File: src/rtl/hazard_pkg.sv
// Shared types and constants for the pipeline hazard controller.
package hazard_pkg;

    // Load-stall FSM states.
    typedef enum logic [0:0] {
        RUN        = 1'b0,
        LOAD_STALL = 1'b1
    } hz_state_e;

    // Hard-wired zero register; a load targeting it never creates a hazard.
    localparam logic [4:0] REG_X0 = 5'd0;

    // Control bundle driven towards the stall mux and the pipeline registers.
    typedef struct packed {
        logic mux_stall_sel;
        logic pc_write;
        logic if_id_write;
        logic if_id_flush;
        logic id_ex_write;
        logic ex_mem_write;
        logic mem_wb_bubble;
    } ctrl_bundle_t;

    // Everything flows, ID control passes through.
    localparam ctrl_bundle_t CTRL_NORMAL = '{
        mux_stall_sel: 1'b1, pc_write: 1'b1, if_id_write: 1'b1, if_id_flush: 1'b0,
        id_ex_write: 1'b1, ex_mem_write: 1'b1, mem_wb_bubble: 1'b0
    };

    // Load-use bubble: hold PC and IF/ID, zero the ID control, let EX/MEM drain.
    localparam ctrl_bundle_t CTRL_BUBBLE = '{
        mux_stall_sel: 1'b0, pc_write: 1'b0, if_id_write: 1'b0, if_id_flush: 1'b0,
        id_ex_write: 1'b1, ex_mem_write: 1'b1, mem_wb_bubble: 1'b0
    };

    // Taken branch: redirect the PC, squash the fetched and decoded instructions.
    localparam ctrl_bundle_t CTRL_FLUSH = '{
        mux_stall_sel: 1'b0, pc_write: 1'b1, if_id_write: 1'b1, if_id_flush: 1'b1,
        id_ex_write: 1'b1, ex_mem_write: 1'b1, mem_wb_bubble: 1'b0
    };

    // Data memory busy: freeze every stage, feed a NOP into MEM/WB.
    localparam ctrl_bundle_t CTRL_FREEZE = '{
        mux_stall_sel: 1'b1, pc_write: 1'b0, if_id_write: 1'b0, if_id_flush: 1'b0,
        id_ex_write: 1'b0, ex_mem_write: 1'b0, mem_wb_bubble: 1'b1
    };

    // Safe bundle while the core is held in reset.
    localparam ctrl_bundle_t CTRL_RESET = '{
        mux_stall_sel: 1'b0, pc_write: 1'b0, if_id_write: 1'b0, if_id_flush: 1'b0,
        id_ex_write: 1'b0, ex_mem_write: 1'b0, mem_wb_bubble: 1'b1
    };

    // True when the load in EX writes a register the ID instruction reads.
    function automatic logic load_use_hit(
        input logic       ex_is_load,
        input logic [4:0] ex_rd,
        input logic [4:0] id_rs1,
        input logic [4:0] id_rs2,
        input logic       id_uses_rs1,
        input logic       id_uses_rs2
    );
        logic rs1_match;
        logic rs2_match;
        rs1_match = id_uses_rs1 & (ex_rd == id_rs1);
        rs2_match = id_uses_rs2 & (ex_rd == id_rs2);
        return ex_is_load & (ex_rd != REG_X0) & (rs1_match | rs2_match);
    endfunction

endpackage

File: src/rtl/hazard_ctrl_unit_if.sv
// Hazard-controller bundle: pipeline hazard inputs and stage control outputs.
interface hazard_ctrl_unit_if #(
    parameter int CNT_W = 32
);
    logic [4:0]       if_id_rs1;
    logic [4:0]       if_id_rs2;
    logic             uses_rs1;
    logic             uses_rs2;
    logic [4:0]       id_ex_rd;
    logic             id_ex_mem_rd;
    logic             branch_taken;
    logic             ex_mem_req;
    logic             mem_ready;
    logic             mux_stall_sel;
    logic             pc_write;
    logic             if_id_write;
    logic             if_id_flush;
    logic             id_ex_write;
    logic             ex_mem_write;
    logic             mem_wb_bubble;
    logic [CNT_W-1:0] stall_cycles;
    logic             mem_timeout;

    // Pipeline side: reports hazard conditions, consumes stage controls.
    modport master (
        output if_id_rs1, if_id_rs2, uses_rs1, uses_rs2, id_ex_rd, id_ex_mem_rd,
               branch_taken, ex_mem_req, mem_ready,
        input  mux_stall_sel, pc_write, if_id_write, if_id_flush, id_ex_write,
               ex_mem_write, mem_wb_bubble, stall_cycles, mem_timeout
    );

    // Hazard controller side.
    modport slave (
        input  if_id_rs1, if_id_rs2, uses_rs1, uses_rs2, id_ex_rd, id_ex_mem_rd,
               branch_taken, ex_mem_req, mem_ready,
        output mux_stall_sel, pc_write, if_id_write, if_id_flush, id_ex_write,
               ex_mem_write, mem_wb_bubble, stall_cycles, mem_timeout
    );
endinterface

File: src/rtl/sat_counter.sv
// Saturating up-counter with synchronous clear (clear wins over enable).
module sat_counter #(
    parameter int WIDTH = 8
) (
    input  logic             clk,
    input  logic             rst_n,
    input  logic             clr,
    input  logic             en,
    output logic [WIDTH-1:0] count
);
    localparam logic [WIDTH-1:0] CNT_MAX  = {WIDTH{1'b1}};
    localparam logic [WIDTH-1:0] CNT_ZERO = {WIDTH{1'b0}};
    localparam logic [WIDTH-1:0] CNT_ONE  = {{(WIDTH-1){1'b0}}, 1'b1};

    logic [WIDTH-1:0] count_r;

    // Count up on enable, stick at all-ones, return to zero on clear.
    always_ff @(posedge clk or negedge rst_n) begin
        if (!rst_n) begin
            count_r <= CNT_ZERO;
        end else if (clr) begin
            count_r <= CNT_ZERO;
        end else if (en && (count_r != CNT_MAX)) begin
            count_r <= count_r + CNT_ONE;
        end else begin
            count_r <= count_r;
        end
    end

    assign count = count_r;

endmodule

File: src/rtl/hazard_ctrl_unit.sv
// Pipeline hazard controller: load-use bubbles, branch flush, memory-wait freeze,
// memory timeout monitor and stall-cycle statistics for the 5-stage core.
module hazard_ctrl_unit
    import hazard_pkg::*;
#(
    parameter int LOAD_USE_STALLS = 1,
    parameter int MEM_TIMEOUT     = 255,
    parameter int CNT_W           = 32
) (
    input  logic              clk,
    input  logic              rst_n,
    hazard_ctrl_unit_if.slave hz
);
    localparam int               WAIT_W      = 16;
    localparam logic [2:0]       LD_RELOAD   = 3'(LOAD_USE_STALLS - 1);
    localparam logic [WAIT_W-1:0] WAIT_LIMIT = 16'(MEM_TIMEOUT - 1);
    localparam bit               MULTI_STALL = (LOAD_USE_STALLS > 1);

    hz_state_e         state_r;
    hz_state_e         state_nxt_s;
    logic [2:0]        ld_cnt_r;
    logic [2:0]        ld_cnt_nxt_s;
    ctrl_bundle_t      ctrl_s;
    ctrl_bundle_t      ctrl_out_s;
    logic              mem_wait_s;
    logic              lu_hit_s;
    logic              timeout_hit_s;
    logic              mem_timeout_r;
    logic              stall_en_s;
    logic [WAIT_W-1:0] wait_cnt_s;
    logic [CNT_W-1:0]  stall_cnt_s;

    assign mem_wait_s = hz.ex_mem_req & ~hz.mem_ready;
    assign lu_hit_s   = load_use_hit(hz.id_ex_mem_rd, hz.id_ex_rd, hz.if_id_rs1,
                                     hz.if_id_rs2, hz.uses_rs1, hz.uses_rs2);

    // Prioritised control decode and load-stall next state:
    // memory wait, then branch, then an active load stall, then a new load-use hit.
    always_comb begin
        ctrl_s       = CTRL_NORMAL;
        state_nxt_s  = state_r;
        ld_cnt_nxt_s = ld_cnt_r;
        if (mem_wait_s) begin
            ctrl_s = CTRL_FREEZE;
        end else if (hz.branch_taken) begin
            ctrl_s       = CTRL_FLUSH;
            state_nxt_s  = RUN;
            ld_cnt_nxt_s = 3'd0;
        end else begin
            case (state_r)
                LOAD_STALL: begin
                    ctrl_s = CTRL_BUBBLE;
                    if (ld_cnt_r <= 3'd1) begin
                        state_nxt_s  = RUN;
                        ld_cnt_nxt_s = 3'd0;
                    end else begin
                        ld_cnt_nxt_s = ld_cnt_r - 3'd1;
                    end
                end
                RUN: begin
                    if (lu_hit_s) begin
                        ctrl_s = CTRL_BUBBLE;
                        if (MULTI_STALL) begin
                            state_nxt_s  = LOAD_STALL;
                            ld_cnt_nxt_s = LD_RELOAD;
                        end else begin
                            state_nxt_s  = RUN;
                            ld_cnt_nxt_s = 3'd0;
                        end
                    end else begin
                        ctrl_s = CTRL_NORMAL;
                    end
                end
                default: begin
                    ctrl_s       = CTRL_BUBBLE;
                    state_nxt_s  = RUN;
                    ld_cnt_nxt_s = 3'd0;
                end
            endcase
        end
    end

    // While reset is asserted the pipeline sees a frozen, bubbled bundle.
    always_comb begin
        if (!rst_n) begin
            ctrl_out_s = CTRL_RESET;
        end else begin
            ctrl_out_s = ctrl_s;
        end
    end

    // Load-stall FSM registers; reset aborts any pending stall.
    always_ff @(posedge clk or negedge rst_n) begin
        if (!rst_n) begin
            state_r  <= RUN;
            ld_cnt_r <= 3'd0;
        end else begin
            state_r  <= state_nxt_s;
            ld_cnt_r <= ld_cnt_nxt_s;
        end
    end

    // Consecutive memory-wait cycles; any non-waiting cycle restarts the count.
    sat_counter #(.WIDTH(WAIT_W)) u_wait_cnt (
        .clk   (clk),
        .rst_n (rst_n),
        .clr   (~mem_wait_s),
        .en    (mem_wait_s),
        .count (wait_cnt_s)
    );

    // The timeout is reported in the very cycle the limit is reached, then held.
    assign timeout_hit_s = mem_wait_s & (wait_cnt_s >= WAIT_LIMIT);

    // Sticky timeout flag, cleared only by reset.
    always_ff @(posedge clk or negedge rst_n) begin
        if (!rst_n) begin
            mem_timeout_r <= 1'b0;
        end else if (timeout_hit_s) begin
            mem_timeout_r <= 1'b1;
        end else begin
            mem_timeout_r <= mem_timeout_r;
        end
    end

    // Every cycle the PC is held counts as a stall cycle.
    assign stall_en_s = ~ctrl_out_s.pc_write;

    sat_counter #(.WIDTH(CNT_W)) u_stall_cnt (
        .clk   (clk),
        .rst_n (rst_n),
        .clr   (1'b0),
        .en    (stall_en_s),
        .count (stall_cnt_s)
    );

    assign hz.mux_stall_sel = ctrl_out_s.mux_stall_sel;
    assign hz.pc_write      = ctrl_out_s.pc_write;
    assign hz.if_id_write   = ctrl_out_s.if_id_write;
    assign hz.if_id_flush   = ctrl_out_s.if_id_flush;
    assign hz.id_ex_write   = ctrl_out_s.id_ex_write;
    assign hz.ex_mem_write  = ctrl_out_s.ex_mem_write;
    assign hz.mem_wb_bubble = ctrl_out_s.mem_wb_bubble;
    assign hz.stall_cycles  = stall_cnt_s;
    assign hz.mem_timeout   = rst_n & (mem_timeout_r | timeout_hit_s);

endmodule

File: src/flat_wrapper.sv
// flat-port wrapper written by rule: the top's interface ports become plain ports
module hazard_ctrl_unit_flat import hazard_pkg::*;
#(
    parameter int LOAD_USE_STALLS = 1,
    parameter int MEM_TIMEOUT     = 255,
    parameter int CNT_W           = 32
)
  (clk, rst_n, hz_if_id_rs1, hz_if_id_rs2, hz_uses_rs1, hz_uses_rs2, hz_id_ex_rd, hz_id_ex_mem_rd, hz_branch_taken, hz_ex_mem_req, hz_mem_ready, hz_mux_stall_sel, hz_pc_write, hz_if_id_write, hz_if_id_flush, hz_id_ex_write, hz_ex_mem_write, hz_mem_wb_bubble, hz_stall_cycles, hz_mem_timeout);
  hazard_ctrl_unit_if #(.CNT_W(CNT_W)) hz_i ();
  input  logic clk;
  input  logic rst_n;
  input wire logic [$bits(hz_i.if_id_rs1)-1:0] hz_if_id_rs1;
  input wire logic [$bits(hz_i.if_id_rs2)-1:0] hz_if_id_rs2;
  input wire logic [$bits(hz_i.uses_rs1)-1:0] hz_uses_rs1;
  input wire logic [$bits(hz_i.uses_rs2)-1:0] hz_uses_rs2;
  input wire logic [$bits(hz_i.id_ex_rd)-1:0] hz_id_ex_rd;
  input wire logic [$bits(hz_i.id_ex_mem_rd)-1:0] hz_id_ex_mem_rd;
  input wire logic [$bits(hz_i.branch_taken)-1:0] hz_branch_taken;
  input wire logic [$bits(hz_i.ex_mem_req)-1:0] hz_ex_mem_req;
  input wire logic [$bits(hz_i.mem_ready)-1:0] hz_mem_ready;
  output wire logic [$bits(hz_i.mux_stall_sel)-1:0] hz_mux_stall_sel;
  output wire logic [$bits(hz_i.pc_write)-1:0] hz_pc_write;
  output wire logic [$bits(hz_i.if_id_write)-1:0] hz_if_id_write;
  output wire logic [$bits(hz_i.if_id_flush)-1:0] hz_if_id_flush;
  output wire logic [$bits(hz_i.id_ex_write)-1:0] hz_id_ex_write;
  output wire logic [$bits(hz_i.ex_mem_write)-1:0] hz_ex_mem_write;
  output wire logic [$bits(hz_i.mem_wb_bubble)-1:0] hz_mem_wb_bubble;
  output wire logic [$bits(hz_i.stall_cycles)-1:0] hz_stall_cycles;
  output wire logic [$bits(hz_i.mem_timeout)-1:0] hz_mem_timeout;
  assign hz_i.if_id_rs1 = hz_if_id_rs1;
  assign hz_i.if_id_rs2 = hz_if_id_rs2;
  assign hz_i.uses_rs1 = hz_uses_rs1;
  assign hz_i.uses_rs2 = hz_uses_rs2;
  assign hz_i.id_ex_rd = hz_id_ex_rd;
  assign hz_i.id_ex_mem_rd = hz_id_ex_mem_rd;
  assign hz_i.branch_taken = hz_branch_taken;
  assign hz_i.ex_mem_req = hz_ex_mem_req;
  assign hz_i.mem_ready = hz_mem_ready;
  assign hz_mux_stall_sel = hz_i.mux_stall_sel;
  assign hz_pc_write = hz_i.pc_write;
  assign hz_if_id_write = hz_i.if_id_write;
  assign hz_if_id_flush = hz_i.if_id_flush;
  assign hz_id_ex_write = hz_i.id_ex_write;
  assign hz_ex_mem_write = hz_i.ex_mem_write;
  assign hz_mem_wb_bubble = hz_i.mem_wb_bubble;
  assign hz_stall_cycles = hz_i.stall_cycles;
  assign hz_mem_timeout = hz_i.mem_timeout;
  hazard_ctrl_unit #(.LOAD_USE_STALLS(LOAD_USE_STALLS), .MEM_TIMEOUT(MEM_TIMEOUT), .CNT_W(CNT_W)) u_core (.clk(clk), .rst_n(rst_n), .hz(hz_i));
endmodule
File: config.mk
export PLATFORM = sky130hd
export DESIGN_NAME = hazard_ctrl_unit_flat
export DESIGN_NICKNAME = d
export VERILOG_FILES = /design/src/rtl/hazard_pkg.sv /design/src/rtl/hazard_ctrl_unit_if.sv /design/src/rtl/sat_counter.sv /design/src/rtl/hazard_ctrl_unit.sv /design/src/flat_wrapper.sv
export SDC_FILE = /design/constraint.sdc
export NUM_CORES = 1
export LEC_CHECK = 0
export ABC_AREA = 1
export CAP_MARGIN = 15
export CORE_MARGIN = 8
export CORE_UTILIZATION = 35
export DETAILED_ROUTE_END_ITERATION = 7
export PLACE_DENSITY = 0.64
export SYNTH_ARGS = -nofsm -noshare
export SYNTH_HDL_FRONTEND = slang
export SYNTH_HIERARCHICAL = 1
export SYNTH_SLANG_ARGS = --single-unit
File: constraint.sdc
create_clock -name clk -period 2.9 [get_ports clk]
set_clock_uncertainty 0.05 [all_clocks]
set_input_delay 0.58 -clock clk [delete_from_list [all_inputs] [get_ports clk]]
set_output_delay 0.58 -clock clk [all_outputs]
set_load 0.01 [all_outputs]
---- Word level (Yosys, flattened, before mapping) ----
Cells that the tools add are included.
word-level totals
  flip-flop bits (word level) ............. 53
  output and inout port bits .............. 40
  logic and storage cells ................. 47
cells by class
  add/sub/neg operators ................... 3
  order comparisons ....................... 2
  equality and inequality tests ........... 6
  multiplexer cells ....................... 14
  bitwise logic cells ..................... 13
  reduce and logical (&&, ||, !) cells .... 4
operators by type and width
  cell                                                             number
  adder 32 x 1 -> 32 bit (second input constant)                   1
  two-way mux 16 bit                                               2
  != test 32 bit (second input constant)                           1
  two-way mux 7 bit                                                4
  adder 16 x 1 -> 16 bit (second input constant)                   1
  >= comparator 16 x 8 -> 1 bit (second input constant)            1
  != test 16 bit (second input constant)                           1
  one-hot mux 7 bit (2 select lines)                               1
  equality test 5 bit                                              2
  two-way mux 3 bit                                                3
  bitwise AND 1 bit                                                7
  one-hot mux 3 bit (2 select lines)                               1
  nonzero test 5 bit                                               1
  NOT 1 bit                                                        4
  less-or-equal comparator 3 x 1 -> 1 bit (second input constant)  1
  != test 3 x 2 -> 1 bit (second input constant)                   1
  subtractor 3 x 1 -> 3 bit (second input constant)                1
  logical AND 1 bit                                                2
  two-way mux 1 bit                                                2
  != test 2 bit (second input constant)                            1
  bitwise OR 1 bit                                                 2
  one-hot mux 1 bit (2 select lines)                               1
  AND reduction 2 bit                                              1

---- Logic depth before layout (Yosys ltp) ----
Gate-level depths: netlist (run 1).
  depth in word-level cells ............... 11
  depth in mapped cells ................... 16

---- Hierarchy ----
Netlist (run 1), hierarchy kept.
by module, submodules not included
  module                            times used  cells an instance  area each (um^2)  sequential area each (um^2)
  sat_counter (u_core.u_stall_cnt)  1           345                2243.4            800.8
  sat_counter (u_core.u_wait_cnt)   1           144                1037.2            400.4
  hazard_ctrl_unit                  1           109                591.8             125.1

---- Worst setup path before layout (run 1) ----
No wires, ideal clock.
  kind .................................... input to register
  start point ............................. input hz_ex_mem_req
  end point ............................... register u_core.u_stall_cnt.count_r[25], in the netlist u_core/u_stall_cnt/count[25]
  library setup time ...................... 0.065 ns
  arrival time ............................ 2.070 ns
  data required time ...................... 2.785 ns
  path slack .............................. 0.715 ns
  stages on the path ...................... 11
  path buffers ............................ 1
  cells stage by stage .................... inv_1 > nor2_1 > nor2_1 > inv_2 > a21oi_2 > inv_1 > inv_1 > a21oi_1 > buf_2 > nand4_1 > nand2_1
on the way
  cells in the longest elaborated chain, start to end .. 5
ends and longest elaborated chain
  item                   line                     RTL
  from (decl)            flat_wrapper.sv:19       input wire logic [$bits(hz_i.ex_mem_req)-1:0] hz_ex_mem_req;
  bitwise AND 1 bit      hazard_ctrl_unit.sv:33   assign mem_wait_s = hz.ex_mem_req & ~hz.mem_ready;
  two-way mux 7 bit      hazard_ctrl_unit.sv:43   if (mem_wait_s) begin
  two-way mux 7 bit      hazard_ctrl_unit.sv:85   if (!rst_n) begin
  NOT 1 bit              hazard_ctrl_unit.sv:127  assign stall_en_s = ~ctrl_out_s.pc_write;
  net u_core.stall_en_s  hazard_ctrl_unit.sv:29   logic stall_en_s;
  logical AND 1 bit      sat_counter.sv:23        end else if (en && (count_r != CNT_MAX)) begin
  to (signal assigned)   sat_counter.sv:24        count_r <= count_r + CNT_ONE;
  to (signal assigned)   sat_counter.sv:26        count_r <= count_r;
  to (decl)              sat_counter.sv:15        logic [WIDTH-1:0] count_r;
The timed path passes the listed nets, and every way through them passes these cells.
A chain may end at the register's enable or synchronous reset.

---- Worst setup path in the final report (run 1) ----
  start point ............................. input hz_ex_mem_req
  end point ............................... output hz_mem_timeout
on the way
  cells in the longest elaborated chain, start to end .. 4
ends and longest elaborated chain
  item               line                     RTL
  bitwise AND 1 bit  hazard_ctrl_unit.sv:33
  bitwise AND 1 bit  hazard_ctrl_unit.sv:113  assign timeout_hit_s = mem_wait_s & (wait_cnt_s >= WAIT_LIMIT);
  bitwise OR 1 bit   hazard_ctrl_unit.sv:145  assign hz.mem_timeout = rst_n & (mem_timeout_r | timeout_hit_s);
  bitwise AND 1 bit  hazard_ctrl_unit.sv:145
  to (decl)          flat_wrapper.sv:29       output wire logic [$bits(hz_i.mem_timeout)-1:0] hz_mem_timeout;
No other way between the ends.

==> results of run 1 <==
[per-layer routing]
layer,vias to the layer above,GRT usage,wire (um)
met5,-,0,0
met4,0,0.0362,134
met3,16,0.0312,557
met2,82,0.263,5150
met1,1786,0.167,4470
li1,1999,-,-
[layout make-up]
class                   count  share of cell area
multi-input cells         467               0.462
flip-flops and latches     53               0.279
repair buffers             71               0.143
inverters                  69              0.0550
well taps                 140              0.0369
clock buffers               7              0.0182
clock inverters             1             0.00632
[cell usage after synthesis, types with 2 or more instances]
library cell,number,area [um2]
xor2_1,8,70.1
nor2_2,4,25.0
or2_2,2,12.5
ha_1,3,37.5
nand4_1,18,113
nand3_1,53,265
inv_1,57,214
nor4_1,2,12.5
o21bai_1,2,15.0
inv_2,10,37.5
nor2_4,4,45.0
buf_4,2,15.0
o21ai_1,13,65.1
nand2_2,6,37.5
nand2_4,6,67.6
buf_1,2,7.51
clkbuf_1,2,7.51
xnor2_1,7,61.3
a21oi_1,7,35.0
dfrtp_1,53,1330
buf_2,2,10.0
o21ai_0,8,40.0
buf_6,4,45.0
nor2_1,82,308
nand2_1,228,856
[layout by cell type, fill, tap and decap left out, types with 3 or more instances in the layout]
cell type,Yosys,layout
nor2_4,4,4
inv_1,57,57
dfrtp_1,53,53
ha_1,3,3
buf_4,2,9
clkbuf_8,0,6
conb_1,1,5
a21oi_1,7,7
nand2_2,6,6
inv_2,10,10
dlygate4sd2_1,0,3
o21ai_1,13,13
nor2_1,82,82
nor2_2,4,4
xnor2_1,7,7
o21ai_0,8,8
nand2_4,6,6
clkdlybuf4s50_1,0,58
xor2_1,8,8
nand4_1,18,18
nand2_1,228,228
nand3_1,53,53
[metrics by stage]
stage               std cells  hold slack [ps]  TNS, ps  setup WS, ps
finish                    808              384        0           113
global route              808              453        0          23.1
CTS                       808              414        0           111
detailed placement        800              389     -140         -67.7
global placement          800              387    -26.9         -13.7
floorplan                 602              234        0           715
[cell families (layout without fill, tap and decap cells)]
logic type / after synthesis / count (layout) / share of synthesized area
buf+inv: 82 / 148 / 0.0947
flops: 53 / 53 / 0.342
other cells: 1 / 5 / 0.000968
compound gates: 34 / 34 / 0.0504
simple gates: 410 / 410 / 0.468
fa+ha+maj: 3 / 3 / 0.00969
xor+xnor: 15 / 15 / 0.0339
[state kept, by name, summed over array words and instances (netlist names)]
register / count
u_core/ld_cnt_r: 3
u_core/u_wait_cnt/count: 16
u_core/u_stall_cnt/count: 32
u_core/mem_timeout_r: 1
u_core/state_r: 1
[critical path: cells and delay by family]
| family | cells | cell delay [ps] |
|---|---|---|
| AO/OA/AOI/OAI | 2 | 280 |
| buffers and inverters | 3 | 1050 |
| AND/OR/NAND/NOR | 1 | 240 |
[where the power goes]
group,switching (mW),internal (mW)
logic,0.108,0.0730
registers,0.00545,0.742
clock network,0.260,0.282
[what timing repair did]
item,in CTS,in global routing
gates resized for setup,3,0
setup endpoints to repair,3,0
hold endpoints to repair,0,0
[worst max-delay path by stage]
stage / start / depth (start not counted) / end
4_1_cts: hz_ex_mem_req / 6 / hz_mem_timeout
3_5_place_dp: hz_id_ex_rd[0] / 10 / hz_if_id_write
3_3_place_gp: hz_id_ex_rd[1] / 9 / hz_pc_write
2_1_floorplan: hz_ex_mem_req / 11 / u_core/u_stall_cnt/count[25]
5_1_grt: hz_ex_mem_req / 6 / hz_mem_timeout
6_report: hz_ex_mem_req / 6 / hz_mem_timeout
==> run metrics, run 1 <==
Worst R2R Setup Slack=760 ps; fin crit share=0.961; # DRC=0; die area=14700 um2; status=complete, no violations; HPWL Detailed=7840 um; register area share after synthesis=0.342; Peak VDD IR=between 0.2 and 0.25 mV; vias in the first global route=3870; routed via count=approximately 3900; number of warnings issued by yosys=6; area occupied by multi-input gates=roughly 2200 um2; final setup vio count=0; Most used DFF post-synth=dfrtp_1; n_diodes=0; first-pass GRT wire length=17700 um; RSZ-0062 raised after global routing=no; initial antenna violation count=0; Max transition margin=0.530; mean post-synth cell area=6.48 um2; I/O Pins=63; post-route cell area=between 4000 and 5000 um2; Final Hold Fails=0; WL final=between 10000 and 15000 um; total CTS buffers=5; WS Path Type=in -> out; fill count=1142; initial core utilization=0.357; Placeable Area=10800 um2; mean number of vias per cell=4.81; Core Util, Final=0.438; TritonCTS clock tree=built; Max Fanout on Critical Path=4; htree depth=2; number of distinct library cells after synthesis=38; P_leak=2.25 nW; Worst-Margin Slew=approximately 710 ps; Post-CTS Setup Bufs=0; PwrDens=310 nW/um2; CTS root buf=clkbuf_8; flops & latches, synth=53; Netlist Area Pre-Place=3870 um2; 1st-iter DRT viols=between 200 and 250; drt wl/cell=12.8 um; placed cell areas=roughly 4600 um2; largest net degree at the start of global routing=54; FF/Latch Area=1330 um2; Final ANT Viol Nets=0; GR Overflow Total=0; Die H=approximately 120 um; IO buf count=62; crit path cell chain=clkdlybuf4s50_1 > inv_1 > nor2_1 > o21ai_1 > a21oi_1 > clkdlybuf4s50_1; placer congestion estimate=0.892; Crit path top cell by count=clkdlybuf4s50_1; area grow syn2layout=22.7%; CP max stage cell=clkdlybuf4s50_1; power after layout=between 1 and 1.5 mW; Slew Viols, Final=0; share of cells above drive strength 1=0.0823; Final min period=2790 ps; Net count, final=between 600 and 700; Die W=121 um; Startpoint Class=primary input; count of TritonRoute iterations in the first routing pass=5; GRT Total Usage=0.144; CTS Hold Buffers Added=0; FFs w/ async S/R, synth=1.00; Post-Syn Instances=598; beginning of the worst register-to-register path=u_core/u_stall_cnt/count[1]; fmax=0.359 GHz; FP Rows=38; worst min path class=in -> async; Post-synth EDFFs=0; Data arrival, critical path=2160 ps; reg2reg end=u_core/u_stall_cnt/count[17]; R2R depth=11; CTS sink count=53; clock buffer depth=2; Clock Latency Late Sink=roughly 320 ps; Critical Path Sink Type=primary output; clock-pin slew on the worst setup and hold paths=100 ps; Max-Cap Viols=0; Max stage delay on crit path=560 ps; Critical Path RT=2270 ps
No activity file was read; power rests on OpenSTA's default activity.
==> run 2, diff against run 1 <==
--- a/config.mk
+++ b/config.mk
@@ -10,7 +10,9 @@
 export CORE_MARGIN = 8
 export CORE_UTILIZATION = 35
 export DETAILED_ROUTE_END_ITERATION = 7
+export GPL_ROUTABILITY_DRIVEN = 0
 export PLACE_DENSITY = 0.64
+export SKIP_CTS_REPAIR_TIMING = 1
 export SYNTH_ARGS = -nofsm -noshare
 export SYNTH_HDL_FRONTEND = slang
 export SYNTH_HIERARCHICAL = 1
==> run metrics, run 2 (synthesis gave the netlist of run 1 again) <==
IO buf count=62 (unchanged); Die H=121 um (unchanged); Setup TNS=0 ps (unchanged); Critical Path Sink Type=primary output (unchanged); vias in the first global route=3870 (unchanged); htree depth=2 (unchanged); status=complete, no violations (unchanged); Setup WS post-layout=102 ps (was 113 ps); Crit path top cell by count=clkdlybuf4s50_1 (unchanged); 1st-iter DRT viols=229 (unchanged); fin crit share=0.965 (was 0.961); RSZ-0062 raised after global routing=no (unchanged); Die W=121 um (unchanged); fmax=0.357 GHz (was 0.359 GHz); WS Path Type=in -> out (unchanged); die area=14700 um2 (unchanged); Worst-Margin Slew=705 ps (about the same); CP max stage cell=clkdlybuf4s50_1 (unchanged); FP Rows=38 (unchanged); clock buffer depth=2 (unchanged); total CTS buffers=5 (unchanged); Clock Latency Late Sink=320 ps (about the same); Min Hold Slack=384 ps (about the same); CTS root buf=clkbuf_8 (unchanged); n_diodes=0 (unchanged); Max stage delay on crit path=560 ps (about the same); Placeable Area=10800 um2 (unchanged); clock-pin slew on the worst setup and hold paths=100 ps (about the same); WL final=10300 um (about the same); area occupied by multi-input gates=2190 um2 (unchanged); dpl ws=-67.7 ps (unchanged); Peak VDD IR=0.210 mV (about the same); Max-Cap Viols=0 (unchanged); Critical Path RT=2270 ps (about the same); power after layout=1.47 mW (about the same); post-route cell area=4760 um2 (was 4750 um2); worst min path class=in -> async (unchanged); Final ANT Viol Nets=0 (unchanged); TritonCTS clock tree=built (unchanged); initial core utilization=0.357 (unchanged); count of TritonRoute iterations in the first routing pass=5 (unchanged); commonest non-fill, non-tap cell in the layout=nand2_1 (unchanged); # DRC=0 (unchanged); PwrDens=309 nW/um2 (was 310 nW/um2); Startpoint Class=primary input (unchanged); Layout Cells excl Fill=808 (unchanged); I/O Pins=63 (unchanged); fill count=1136 (was 1142); initial antenna violation count=0 (unchanged); Data arrival, critical path=2170 ps (was 2160 ps); Slew Viols, Final=0 (unchanged); FF/Latch Area=1330 um2 (unchanged); Max Fanout on Critical Path=4 (unchanged); largest net degree at the start of global routing=54 (unchanged); Placed Instances=800 (unchanged); placed cell areas=4640 um2 (unchanged); crit path cell chain=clkdlybuf4s50_1 > inv_1 > nor2_1 > o21ai_1 > a21oi_1 > clkdlybuf4s50_1 (unchanged); GR Overflow Total=0 (unchanged); final setup vio count=0 (unchanged); routed via count=3884 (was 3883); drt wl/cell=12.8 um (about the same); Core Util, Final=0.440 (was 0.438); share of cells above drive strength 1=0.0823 (unchanged); mean number of vias per cell=4.81 (about the same); max FFs per register=32 (unchanged); Final min period=2800 ps (was 2790 ps); HPWL Detailed=7840 um (unchanged); most frequent cells in the layout=nand2_1 (228), nor2_1 (82), clkdlybuf4s50_1 (58) (unchanged); P_leak=2.28 nW (was 2.25 nW); GRT Total Usage=0.144 (unchanged); CTS sink count=53 (unchanged); Largest delay share family, worst path=buffers and inverters (unchanged); Critical path buffers and inverters=3 (unchanged); Max transition margin=0.530 (about the same); first-pass GRT wire length=17700 um (unchanged); Net count, final=693 (unchanged); area grow syn2layout=23.0% (was 22.7%); Final Hold Fails=0 (unchanged)
[run 2: cell types whose count changed in the layout (fill, tap and decap cells not counted)]
cell and change:
dlygate4sd2_1 -3, dlymetal6s2s_1 +3
[run 2: metal layers]
layer  track usage  up-vias  wire (um)  share of wire
met1         0.167     1786       4460           0.43
met2         0.263       82       5150           0.50
met3        0.0312       16        568          0.055
met4        0.0362        0        134          0.013
met5             0        -          0              0
li1              -     2000          -              -
[run 2: area by class of cell]
cell class,instances,area share
clock buffers,7,0.0181
clock inverters,1,0.00630
inverters,69,0.0549
multi-input cells,467,0.461
flip-flops and latches,53,0.278
well taps,140,0.0368
repair buffers,71,0.145
[run 2: power breakdown]
group          switching [mW]  internal (mW)
sequential            0.00542          0.742
clock                   0.260          0.282
combinational           0.108         0.0743
total                   0.374           1.10
[run 2: path summary, 6_finish.rpt]
path,end,from,cells past startpoint,slack (ps)
min in group clk,u_core/mem_timeout_r,u_core/mem_timeout_r,2,410
max reg2reg,u_core/u_stall_cnt/count[17],u_core/u_stall_cnt/count[1],11,760
min reg2reg,u_core/mem_timeout_r,u_core/mem_timeout_r,2,410
max in group asynchronous,u_core/u_wait_cnt/count[5],rst_n,2,1940
max,hz_mem_timeout,hz_ex_mem_req,6,100
min,u_core/u_stall_cnt/count[23],rst_n,2,380
